<file path="src/rtl/mac_pkg.sv">
// Shared types and sign-magnitude field constants for the MAC accumulate stage.
package mac_pkg;

    typedef enum logic {
        ACCUM = 1'b0,
        OUT   = 1'b1
    } state_t;

    localparam int             SIGN_BIT = 15;
    localparam int             MAG_W    = 15;
    localparam logic [MAG_W-1:0] MAG_MAX = 15'h7FFF;

endpackage

</file>
<file path="src/rtl/mac_accum_stage_sm_to_tc.sv">
// Converts a 16-bit sign-magnitude product (plus multiplier carry-out) into a
// sign-extended two's-complement accumulator operand.
module sm_to_tc
    import mac_pkg::*;
#(
    parameter int ACC_W = 24
) (
    input  logic [MAG_W:0]          sm_i,
    input  logic                    cout_i,
    output logic signed [ACC_W-1:0] val_o,
    output logic                    ovf_o
);

    logic [MAG_W-1:0]        mag;
    logic signed [ACC_W-1:0] mag_ext;

    // A carry-out means the true magnitude did not fit, so pin it to full scale.
    assign mag     = cout_i ? MAG_MAX : sm_i[MAG_W-1:0];
    assign mag_ext = {{(ACC_W-MAG_W){1'b0}}, mag};
    assign val_o   = sm_i[SIGN_BIT] ? -mag_ext : mag_ext;
    assign ovf_o   = cout_i;

endmodule

</file>
<file path="src/rtl/mac_accum_stage.sv">
// Accumulates sign-magnitude products into a saturating signed accumulator and
// returns one sign-magnitude dot-product per burst over a valid/ready port.
module mac_accum_stage
    import mac_pkg::*;
#(
    parameter int N         = 32,
    parameter int ACC_W     = 24,
    parameter int MAX_BEATS = 16
) (
    input  logic                           clk,
    input  logic                           rst,
    input  logic                           clear,
    input  logic                           in_valid,
    output logic                           in_ready,
    input  logic [N-1:0]                   in_prod,
    input  logic                           in_cout,
    input  logic                           in_last,
    output logic                           out_valid,
    input  logic                           out_ready,
    output logic [N-1:0]                   out_res,
    output logic                           out_zero,
    output logic                           out_neg,
    output logic                           out_ovf,
    output logic [$clog2(MAX_BEATS+1)-1:0] out_beats
);

    localparam int CNT_W = $clog2(MAX_BEATS+1);
    localparam logic signed [ACC_W:0] ACC_MAX = {2'b00, {(ACC_W-1){1'b1}}};

    function automatic logic sat_hit(input logic signed [ACC_W:0] s);
        return (s > ACC_MAX) || (s < -ACC_MAX);
    endfunction

    function automatic logic signed [ACC_W-1:0] sat(input logic signed [ACC_W:0] s);
        logic signed [ACC_W:0] r;
        if (s > ACC_MAX)
            r = ACC_MAX;
        else if (s < -ACC_MAX)
            r = -ACC_MAX;
        else
            r = s;
        return r[ACC_W-1:0];
    endfunction

    // Returns {overflow, sign, magnitude}; a zero magnitude always carries a + sign.
    function automatic logic [MAG_W+1:0] to_sm(input logic signed [ACC_W-1:0] a);
        logic [ACC_W-1:0] abs_v;
        logic [MAG_W-1:0] mag;
        logic             over;
        abs_v = a[ACC_W-1] ? -a : a;
        over  = abs_v > {{(ACC_W-MAG_W){1'b0}}, MAG_MAX};
        mag   = over ? MAG_MAX : abs_v[MAG_W-1:0];
        return {over, a[ACC_W-1] && (mag != '0), mag};
    endfunction

    state_t                  state_q, state_d;
    logic signed [ACC_W-1:0] acc_q, acc_d;
    logic [CNT_W-1:0]        cnt_q, cnt_d;
    logic                    ovf_q, ovf_d;
    logic [MAG_W:0]          res_q, res_d;
    logic                    zero_q, zero_d;
    logic                    rovf_q, rovf_d;
    logic [CNT_W-1:0]        beats_q, beats_d;

    logic signed [ACC_W-1:0] val;
    logic                    val_ovf;
    logic signed [ACC_W:0]   acc_x, val_x, sum;
    logic signed [ACC_W-1:0] acc_nxt;
    logic                    ovf_nxt;
    logic [MAG_W+1:0]        conv;
    logic                    unused_hi;

    sm_to_tc #(.ACC_W(ACC_W)) u_sm_to_tc (
        .sm_i   (in_prod[SIGN_BIT:0]),
        .cout_i (in_cout),
        .val_o  (val),
        .ovf_o  (val_ovf)
    );

    assign unused_hi = ^in_prod[N-1:SIGN_BIT+1];

    assign acc_x   = {acc_q[ACC_W-1], acc_q};
    assign val_x   = {val[ACC_W-1], val};
    assign sum     = acc_x + val_x;
    assign acc_nxt = sat(sum);
    assign ovf_nxt = ovf_q | val_ovf | sat_hit(sum);
    assign conv    = to_sm(acc_nxt);

    always_comb begin
        state_d  = state_q;
        acc_d    = acc_q;
        cnt_d    = cnt_q;
        ovf_d    = ovf_q;
        res_d    = res_q;
        zero_d   = zero_q;
        rovf_d   = rovf_q;
        beats_d  = beats_q;
        in_ready = 1'b0;
        if (clear) begin
            state_d = ACCUM;
            acc_d   = '0;
            cnt_d   = '0;
            ovf_d   = 1'b0;
            res_d   = '0;
            zero_d  = 1'b0;
            rovf_d  = 1'b0;
            beats_d = '0;
        end else begin
            case (state_q)
                ACCUM: begin
                    in_ready = 1'b1;
                    if (in_valid) begin
                        acc_d = acc_nxt;
                        cnt_d = cnt_q + CNT_W'(1);
                        ovf_d = ovf_nxt;
                        if (in_last || (cnt_q == CNT_W'(MAX_BEATS-1))) begin
                            res_d   = conv[MAG_W:0];
                            zero_d  = (conv[MAG_W-1:0] == '0);
                            rovf_d  = ovf_nxt | conv[MAG_W+1];
                            beats_d = cnt_q + CNT_W'(1);
                            state_d = OUT;
                        end
                    end
                end
                OUT: begin
                    if (out_ready) begin
                        state_d = ACCUM;
                        acc_d   = '0;
                        cnt_d   = '0;
                        ovf_d   = 1'b0;
                    end
                end
                default: state_d = ACCUM;
            endcase
        end
    end

    always_ff @(posedge clk) begin
        if (rst) begin
            state_q <= ACCUM;
            acc_q   <= '0;
            cnt_q   <= '0;
            ovf_q   <= 1'b0;
            res_q   <= '0;
            zero_q  <= 1'b0;
            rovf_q  <= 1'b0;
            beats_q <= '0;
        end else begin
            state_q <= state_d;
            acc_q   <= acc_d;
            cnt_q   <= cnt_d;
            ovf_q   <= ovf_d;
            res_q   <= res_d;
            zero_q  <= zero_d;
            rovf_q  <= rovf_d;
            beats_q <= beats_d;
        end
    end

    assign out_valid = (state_q == OUT);
    assign out_res   = {{(N-MAG_W-1){1'b0}}, res_q};
    assign out_zero  = zero_q;
    assign out_neg   = res_q[SIGN_BIT];
    assign out_ovf   = rovf_q;
    assign out_beats = beats_q;

endmodule
</file>
<file path="config.mk">
export PLATFORM = sky130hd
export DESIGN_NAME = mac_accum_stage
export DESIGN_NICKNAME = d
export VERILOG_FILES = /design/src/rtl/mac_pkg.sv /design/src/rtl/mac_accum_stage_sm_to_tc.sv /design/src/rtl/mac_accum_stage.sv
export SDC_FILE = /design/constraint.sdc
export NUM_CORES = 1
export LEC_CHECK = 0
export CORE_UTILIZATION = 25
export DETAILED_ROUTE_END_ITERATION = 7
export HOLD_SLACK_MARGIN = 0.1
export PLACE_DENSITY_LB_ADDON = 0.15
export SYNTH_ARGS = -nofsm -noshare
export SYNTH_HDL_FRONTEND = slang
export SYNTH_SLANG_ARGS = --single-unit
</file>
<file path="constraint.sdc">
create_clock -name clk -period 18.5 [get_ports clk]
set_input_delay 3.7 -clock clk [delete_from_list [all_inputs] [get_ports clk]]
set_output_delay 3.7 -clock clk [all_outputs]
set_load 0.02 [all_outputs]
</file>
==> run metrics, run 1 <==
status complete, no violations; Clock transition at path regs 90 ps; Die Span X 151 um; Critical Path Fanout Max 23; diodes inserted 0; met1 WL 9150 um; post-synthesis sequential area ratio 19.6%; Die ar. 22,700 um2; post-detailed-route count of antenna-violating nets 0; Initial Util 25.4%; fin nets 862; Most used DFF post-synth dfxtp_1; RSZ-0062 raised after global routing no; CTS HTree Levels 2; kind of critical path input pin to flip-flop; worst skew pair latency 320 ps; endpoints failing hold 0; placed cell count 1,065; DIE HEIGHT 151 um; fin crit period 12,070 ps; drt first pass iters 5; Sw Share 46.1%; Hold WC Path Type flip-flop to flip-flop; CTS resizes 0; DR WL/cell 18.2 um; CP required 18,650 ps; clk_skew 15.9 ps; Via-to-Cell Ratio 5.44; filler cell count 2,411; Crit. End Element flip-flop; # port buffers 48; Root Driver clkbuf_16; vias after detailed routing 5,830; post-synth cell types 82; drt drc 0; Multi-input gate area 4180 um2; CTS sink count 54; final setup fails 0; number of flops mapped to enable cells by yosys 0; sequential cell area 1080 um2; peak supply drop 0.0000334 V; PwrDens 83.5 nW/um2; Fmax achieved 82.8 MHz; layout cells sized above 1 6.19%; max-cap violation count 0; setup bufs post-CTS 0; Slew @ Worst Pin 1050 ps; GRT overflow 0; number of global-route vias before repair 5,423; Int Pwr 0.000288 W; final slew viol count 0; Yosys Warn Count 0; Net Sw Power 0.000247 W; first-pass GRT wire length 30,800 um; reg2reg setup slack 11,020 ps; largest net degree at the start of global routing 38; final core utilization 29.5%; logic gate share of total power 54.9%; wire length on met3 798 um; synthesized instance count 767; final period utilization 65.3%; leakage 2.41 nW; Placer Congestion 0.811; Setup TNS 0 ps; Syn Area/Cell 7.20 um2; sequential share of power 23.7%; Initial DRC Count 496; Routed WL 19,500 um; CTS tree yes; Hold-fix buffers, CTS 0; part of the power in the clock network 21.5%; Clock Path Buffers 2; All-Layer GR Usage 17.5%; Yosys reg bits 54; Max Used Layer met4; Arrival @ worst endpoint 12,230 ps; max_slew headroom 30.1%; Mapped Area 5530 um2; FP Rows 54; Layout area overhead 16.1%; kind of start point of the critical path input pin; area of the core 21,800 um2; WL met2 9190 um; Synth async-reset ratio 0%; HPWL Detailed 14,600 um; Layout Cells excl Fill 1,072; CTS Buf Count 5; I/O pins 81; initial antenna violation count 0
[Yosys cell counts (6+ instances only)]
cell type | number | area share (%)
nor2b_1 | 9 | 1.0
xnor2_1 | 15 | 2.4
and2_1 | 8 | 0.91
a31oi_1 | 21 | 2.4
maj3_1 | 7 | 1.3
clkbuf_1 | 37 | 2.5
nand4_1 | 10 | 1.1
nand3_1 | 11 | 1.0
dfxtp_1 | 54 | 20
a21oi_1 | 62 | 5.6
or3_1 | 10 | 1.1
xor2_1 | 14 | 2.2
a22oi_1 | 21 | 2.9
nand2_1 | 66 | 4.5
and4_1 | 7 | 1.1
o31ai_1 | 6 | 0.82
nand2b_1 | 12 | 1.4
o21ai_0 | 65 | 5.9
buf_4 | 17 | 2.3
nor2_1 | 100 | 6.8
nor3_1 | 18 | 1.6
inv_1 | 10 | 0.68
a211oi_1 | 12 | 1.6
o211ai_1 | 11 | 1.5
a21o_1 | 17 | 2.3
o211a_1 | 6 | 1.1
ha_1 | 30 | 6.8
mux2i_1 | 6 | 1.1
[per-layer routing]
layer	up-vias	global-route usage, %
met4	0	5.10
met1	2773	23.6
met5	-	0
met3	23	2.09
li1	2898	-
met2	136	29.3
[metrics by stage]
| stage | hold slack (ps) | instance area, um2 | worst slack [ps] | total power (W) |
|---|---|---|---|---|
| final | 464 | 6410 | 6430 | 0.000535 |
| after global routing | 487 | 6410 | 5680 | 0.000573 |
| after CTS | 465 | 6410 | 6430 | 0.000537 |
| after detailed placement | 454 | 6250 | 6150 | 0.000420 |
| after global placement | 454 | 6250 | 6070 | 0.000423 |
| after floorplan | 436 | 5580 | 8420 | 0.000334 |
[worst max-delay path: stages]
cell and delay, ps:
clkdlybuf4s50_1 390, buf_4 220, nor2_1 180, inv_1 110, or3_1 390, or3_1 350
nand2_1 80, a22oi_1 100, ha_1 480, o211ai_1 200, a211o_1 300, a211oi_1 620
nand2b_1 230, a221oi_1 190, nor2_1 600, a41oi_1 390, nor2_1 590, o21a_1 230
ha_1 410, o221ai_1 260, o2bb2ai_1 350, o32a_1 410, o21ai_0 80, o311ai_0 250
nor3b_2 900, a31oi_1 190
[path summary, 6_finish.rpt]
check | from | endpoint | depth (start not counted)
setup / recovery | in_cout | res_q[1] | 26
hold / removal | acc_q[4] | acc_q[4] | 2
setup reg to reg | acc_q[0] | res_q[1] | 20
hold reg to reg | acc_q[4] | acc_q[4] | 2
[layout make-up]
class                           count  area share [%]
Inverter                           10           0.585
Sequential cell                    54            16.9
Tap cell                          280            5.46
Clock inverter                      2           0.605
Clock buffer                        5            1.95
Multi-Input combinational cell    657            65.2
Timing Repair Buffer               64            9.37
[flip-flops by register name, summed over array words and instances, names as in the netlist]
register,count
out_beats,5
out_zero,1
res_q,16
acc_q,24
out_valid,1
ovf_q,1
out_ovf,1
cnt_q,5
[cell usage in the layout (no fill, tap or decap), types with 5 or more instances in the layout]
cell type / Yosys / routed
o31ai_1: 6 / 6
nor3_1: 18 / 18
clkbuf_16: 0 / 5
xnor2_1: 15 / 15
ha_1: 30 / 30
nor2_1: 100 / 98
buf_4: 17 / 16
a31oi_1: 21 / 21
nand4_1: 10 / 10
or3_1: 10 / 10
o211a_1: 6 / 6
nand3_1: 11 / 11
a211o_1: 5 / 5
maj3_1: 7 / 7
clkdlybuf4s50_1: 0 / 48
dfxtp_1: 54 / 54
and4_1: 7 / 7
a21oi_1: 62 / 61
or2_2: 5 / 5
a21o_1: 17 / 17
xor2_1: 14 / 14
o21ai_0: 65 / 65
a211oi_1: 12 / 12
o211ai_1: 11 / 11
conb_1: 1 / 16
inv_1: 10 / 10
nor2b_1: 9 / 8
mux2i_1: 6 / 6
a22oi_1: 21 / 21
and2_1: 8 / 8
and3_1: 5 / 5
nand2b_1: 12 / 12
nand2_1: 66 / 66
[kinds of logic after synthesis]
group	count (synthesis)	synth area share (%)
mux	6	1.09
xor+xnor	29	4.60
compound gates	285	34.7
simple gates	283	25.4
buf+inv	71	6.16
flops	54	19.6
fa+ha+maj	38	8.42
other cells	1	0.0679
[power groups by stage]
| stage | clock (W) | sequential (W) | combinational, W |
|---|---|---|---|
| CTS | 0.000119 | 0.000127 | 0.000292 |
| floorplan | 0 | 0.000130 | 0.000204 |
| global placement | 0 | 0.000130 | 0.000293 |
| detailed placement | 0 | 0.000129 | 0.000290 |
| global route | 0.000122 | 0.000127 | 0.000323 |
| finish | 0.000115 | 0.000127 | 0.000294 |
(Power assumes the default switching activity.)
==> run 2: changes to the inputs <==
clock period = 11.36 ns   (was 18.5 ns; I/O delays follow)
==> run metrics, run 2 (same netlist as run 1, synthesis figures left out) <==
Arrival @ worst endpoint 9950 ps; All-Layer GR Usage 17.9%; Placer Congestion 0.821; I/O pins 81; Hold WC Path Type flip-flop to flip-flop; kind of critical path input pin to flip-flop; failing checks design-rule violations; final slew viol count 0; max-cap violation count 0; largest net degree at the start of global routing 38; Fmax achieved 102 MHz; GRT overflow 0; placed cell count 1,073; drt first pass iters 8; Clock Path Buffers 2; endpoints failing hold 0; Die Span X 151 um; FP Rows 54; sequential share of power 23.9%; diodes inserted 0; CTS HTree Levels 2; # port buffers 48; commonest non-fill, non-tap cell in the layout nor2_1; Hold-fix buffers, CTS 0; Routed WL 19,700 um; final core utilization 29.7%; filler cell count 2,400; logic gate share of total power 56.2%; Setup TNS 0 ps; vias after detailed routing 5,726; Layout Cells excl Fill 1,081; biggest regs acc_q: 24 flops, res_q: 16 flops; CP required 11,530 ps; CTS Buf Count 5; Int Pwr 0.000458 W; Via-to-Cell Ratio 5.30; CTS tree yes; initial antenna violation count 0; CTS resizes 0; HPWL Detailed 15,000 um; number of global-route vias before repair 5,486; max reg flops 24; max_slew headroom 19.6%; DIE HEIGHT 151 um; Min-Delay Startpoint acc_q[4]; Slew @ Worst Pin 1190 ps; Root Driver clkbuf_16; final period utilization 86.1%; Net Sw Power 0.000408 W; drt drc 1; Initial DRC Count 403; peak supply drop 0.0000570 V; fin nets 870; worst skew pair latency 320 ps; Die ar. 22,700 um2; PwrDens 134 nW/um2; FF-to-FF Start acc_q[0]; part of the power in the clock network 20.0%; setup bufs post-CTS 0; status complete, but fails checks; layout cells sized above 1 7.24%; post-detailed-route count of antenna-violating nets 0; RSZ-0062 raised after global routing no; leakage 2.44 nW; CTS sink count 54; Initial Util 25.4%; area of the core 21,800 um2; first-pass GRT wire length 31,300 um; final setup fails 0; Biggest register acc_q; clk_skew 12.5 ps; fin crit period 9780 ps; kind of start point of the critical path input pin; Sw Share 47.1%; DR WL/cell 18.2 um; Critical Path Fanout Max 9; Layout area overhead 16.9%; most frequent cells in the layout 98 x nor2_1, 66 x nand2_1, 65 x o21ai_0; Crit. End Element flip-flop; crit path from in_cout; Clock transition at path regs 80 ps
==> run 2: cell count changes in the layout (fill, tap and decap cells not counted) <==
cell       previous run  this run
buf_4                16        24
bufinv_16             1         0
inv_6                 0         2
==> run 2: worst max-delay path, cell delays in order <==
cell and delay [ps]:
clkdlybuf4s50_1 600, nor2_1 230, nand2_1 110, or3_1 360, o41a_1 530, nand2b_1 220, xnor2_1 130, ha_1 460
nand2_1 140, o21ai_0 390, a21oi_1 280, nor2b_1 220, a211oi_2 540, nor2_1 210, nand4_1 210, a21oi_1 150
nor2_1 400, ha_1 390, o221ai_1 200, o2bb2ai_1 360, a21o_1 250, a31oi_1 300, nand4_1 150, or4_1 560
o211ai_1 210, a21oi_1 80
==> run 2: through the flow <==
step,worst slack (ps),power (W),instance area [um2],hold slack (ps)
2_1_floorplan,2710,0.000544,5580,436
3_5_place_dp,1360,0.000694,6310,455
3_3_place_gp,1350,0.000697,6310,454
6_report,1580,0.000865,6460,465
5_1_grt,1150,0.000933,6460,499
4_1_cts,1670,0.000873,6460,468
==> run 2: per-layer routing <==
layer  vias up  GRT usage (%)  part of all wire (%)
li1       2908              -                     -
met2        92           30.3                    48
met1      2715           24.5                    48
met5         -              0                     0
met4         0           2.85                  0.82
met3        11           2.33                   3.3
==> run 2: path summary, 6_finish.rpt <==
kind              cells past startpoint  slack (ps)   endpoint
hold / removal                        2         470   acc_q[4]
setup / recovery                     26        1580  res_q[15]
hold reg to reg                       2         470   acc_q[4]
setup reg to reg                     21        4760  res_q[15]
==> run 2: power by group through the flow <==
stage / sequential [W] / clock [W] / combinational (W)
3_3_place_gp: 0.000211 / 0 / 0.000486
3_5_place_dp: 0.000211 / 0 / 0.000483
6_report: 0.000206 / 0.000173 / 0.000486
4_1_cts: 0.000207 / 0.000181 / 0.000485
5_1_grt: 0.000208 / 0.000187 / 0.000538
2_1_floorplan: 0.000212 / 0 / 0.000332
==> run 2: area by class of cell <==
cell class                 count  area [um2]  area share [%]
clock buffer                   5         125            1.94
clock inverter                 3        26.3           0.407
inverter                      10        37.5           0.581
multi-input combinational    657        4180            64.7
sequential                    54        1080            16.7
tap                          280         350            5.42
timing repair buffer          72         661            10.2
==> run 3: changes to the inputs <==
CELL_PAD_IN_SITES_DETAIL_PLACEMENT = 1   (was unset)
CELL_PAD_IN_SITES_GLOBAL_PLACEMENT = 1   (was unset)
CORE_MARGIN = 2   (was unset)
MAX_ROUTING_LAYER = met4   (was unset)
==> run metrics, run 3 (same netlist as run 1, synthesis figures left out) <==
biggest regs acc_q: 24 flops, res_q: 16 flops; Hold WC Path Type flip-flop to flip-flop; Via-to-Cell Ratio 5.48; worst skew pair latency 310 ps; final setup fails 0; CTS sink count 54; commonest non-fill, non-tap cell in the layout nor2_1; GRT overflow 0; vias after detailed routing 5,904; Arrival @ worst endpoint 10,370 ps; kind of critical path input pin to flip-flop; peak supply drop 0.0000682 V; area of the core 21,800 um2; I/O pins 81; Initial DRC Count 317; CTS Buf Count 5; PwrDens 137 nW/um2; fin crit period 10,210 ps; max-cap violation count 0; number of global-route vias before repair 6,091; CTS HTree Levels 2; # port buffers 48; CTS resizes 0; CP top delay family compound AO/OA/AOI/OAI gates; DIE HEIGHT 153 um; CP max stage delay 650 ps; clk_skew 14.5 ps; FP Rows 54; Fmax achieved 97.9 MHz; Bufs and invs on worst path 1; slowest CP cell clkdlybuf4s50_1; Routed WL 20,800 um; Die Span X 153 um; All-Layer GR Usage 18.3%; Clock transition at path regs 80 ps; overall power 0.000881 W; max reg flops 24; Biggest register acc_q; Critical Path Fanout Max 17; Setup TNS 0 ps; drt first pass iters 4; Crit path depth 25; final slew viol count 0; setup bufs post-CTS 0; Die ar. 23,300 um2; first-pass GRT wire length 33,700 um; Initial Util 25.4%; CTS tree yes; Hold-fix buffers, CTS 0; fin nets 866; HPWL Detailed 16,200 um; layout cells sized above 1 6.65%; kind of start point of the critical path input pin; final hold slack 464 ps; max_slew headroom 18.8%; Placer Congestion 0.869; R2R cell count 22; Clock Path Buffers 2; WHS Path Cells 2; diodes inserted 0; status complete, no violations; Slew @ Worst Pin 1220 ps; CP required 11,520 ps; Root Driver clkbuf_16; final setup margin 1150 ps; worst slack, placed 871 ps; leakage 2.43 nW; filler cell count 2,692; Crit. End Element flip-flop; Layout area overhead 16.6%; initial antenna violation count 0; drt drc 0; largest net degree at the start of global routing 38; endpoints failing hold 0; RSZ-0062 raised after global routing no; most frequent cells in the layout 98 x nor2_1, 66 x nand2_1, 65 x o21ai_0; DR WL/cell 19.3 um; final period utilization 89.9%; post-detailed-route count of antenna-violating nets 0
-- run 3: metrics by stage --
stage / instance area [um2] / utilization [%] / cells
6_report: 6440 / 29.6 / 1077
5_1_grt: 6440 / 29.6 / 1077
4_1_cts: 6440 / 29.6 / 1077
3_5_place_dp: 6270 / 28.8 / 1069
3_3_place_gp: 6270 / 28.8 / 1069
2_1_floorplan: 5580 / - / 782
-- run 3: area by class of cell --
cell class | count | area [um2] | share of cell area, %
clock buffers | 5 | 125 | 1.94
clock inverters | 3 | 47.5 | 0.738
inverters | 10 | 37.5 | 0.583
multi-input cells | 657 | 4170 | 64.7
flip-flops and latches | 54 | 1080 | 16.8
well taps | 280 | 350 | 5.44
repair buffers | 68 | 631 | 9.79
-- run 3: per-layer routing --
metal	vias to the layer above	global-route usage [%]	routed length, um
met5	-	-	0
met4	0	5.47	491
met3	24	1.91	558
met2	90	31.5	10400
met1	2896	22.6	9320
li1	2894	-	-
-- run 3: worst paths after layout --
check / start / endpoint / slack, ps
worst max-delay path: in_cout / res_q[15] / 1150
worst min-delay path: acc_q[4] / acc_q[4] / 460
worst max register to register: acc_q[0] / res_q[15] / 4470
worst min register to register: acc_q[4] / acc_q[4] / 460
-- run 3: worst reg2reg max path, delay by kind of cell (launching register included) --
kind | cells | cell delay [ps]
XOR/XNOR | 1 | 300
flip-flops | 1 | 350
adder cells (fa/ha/maj) | 3 | 1030
AND/OR/NAND/NOR | 5 | 1690
AO/OA/AOI/OAI | 11 | 3110
buffers and inverters | 2 | 260
-- run 3: power breakdown --
part / leakage, nW / internal [W] / switching [W]
combinational: 1.90 / 0.000170 / 0.000315
sequential: 0.440 / 0.000199 / 0.00000726
clock: 0.0848 / 0.000106 / 0.0000838
total: 2.43 / 0.000476 / 0.000406
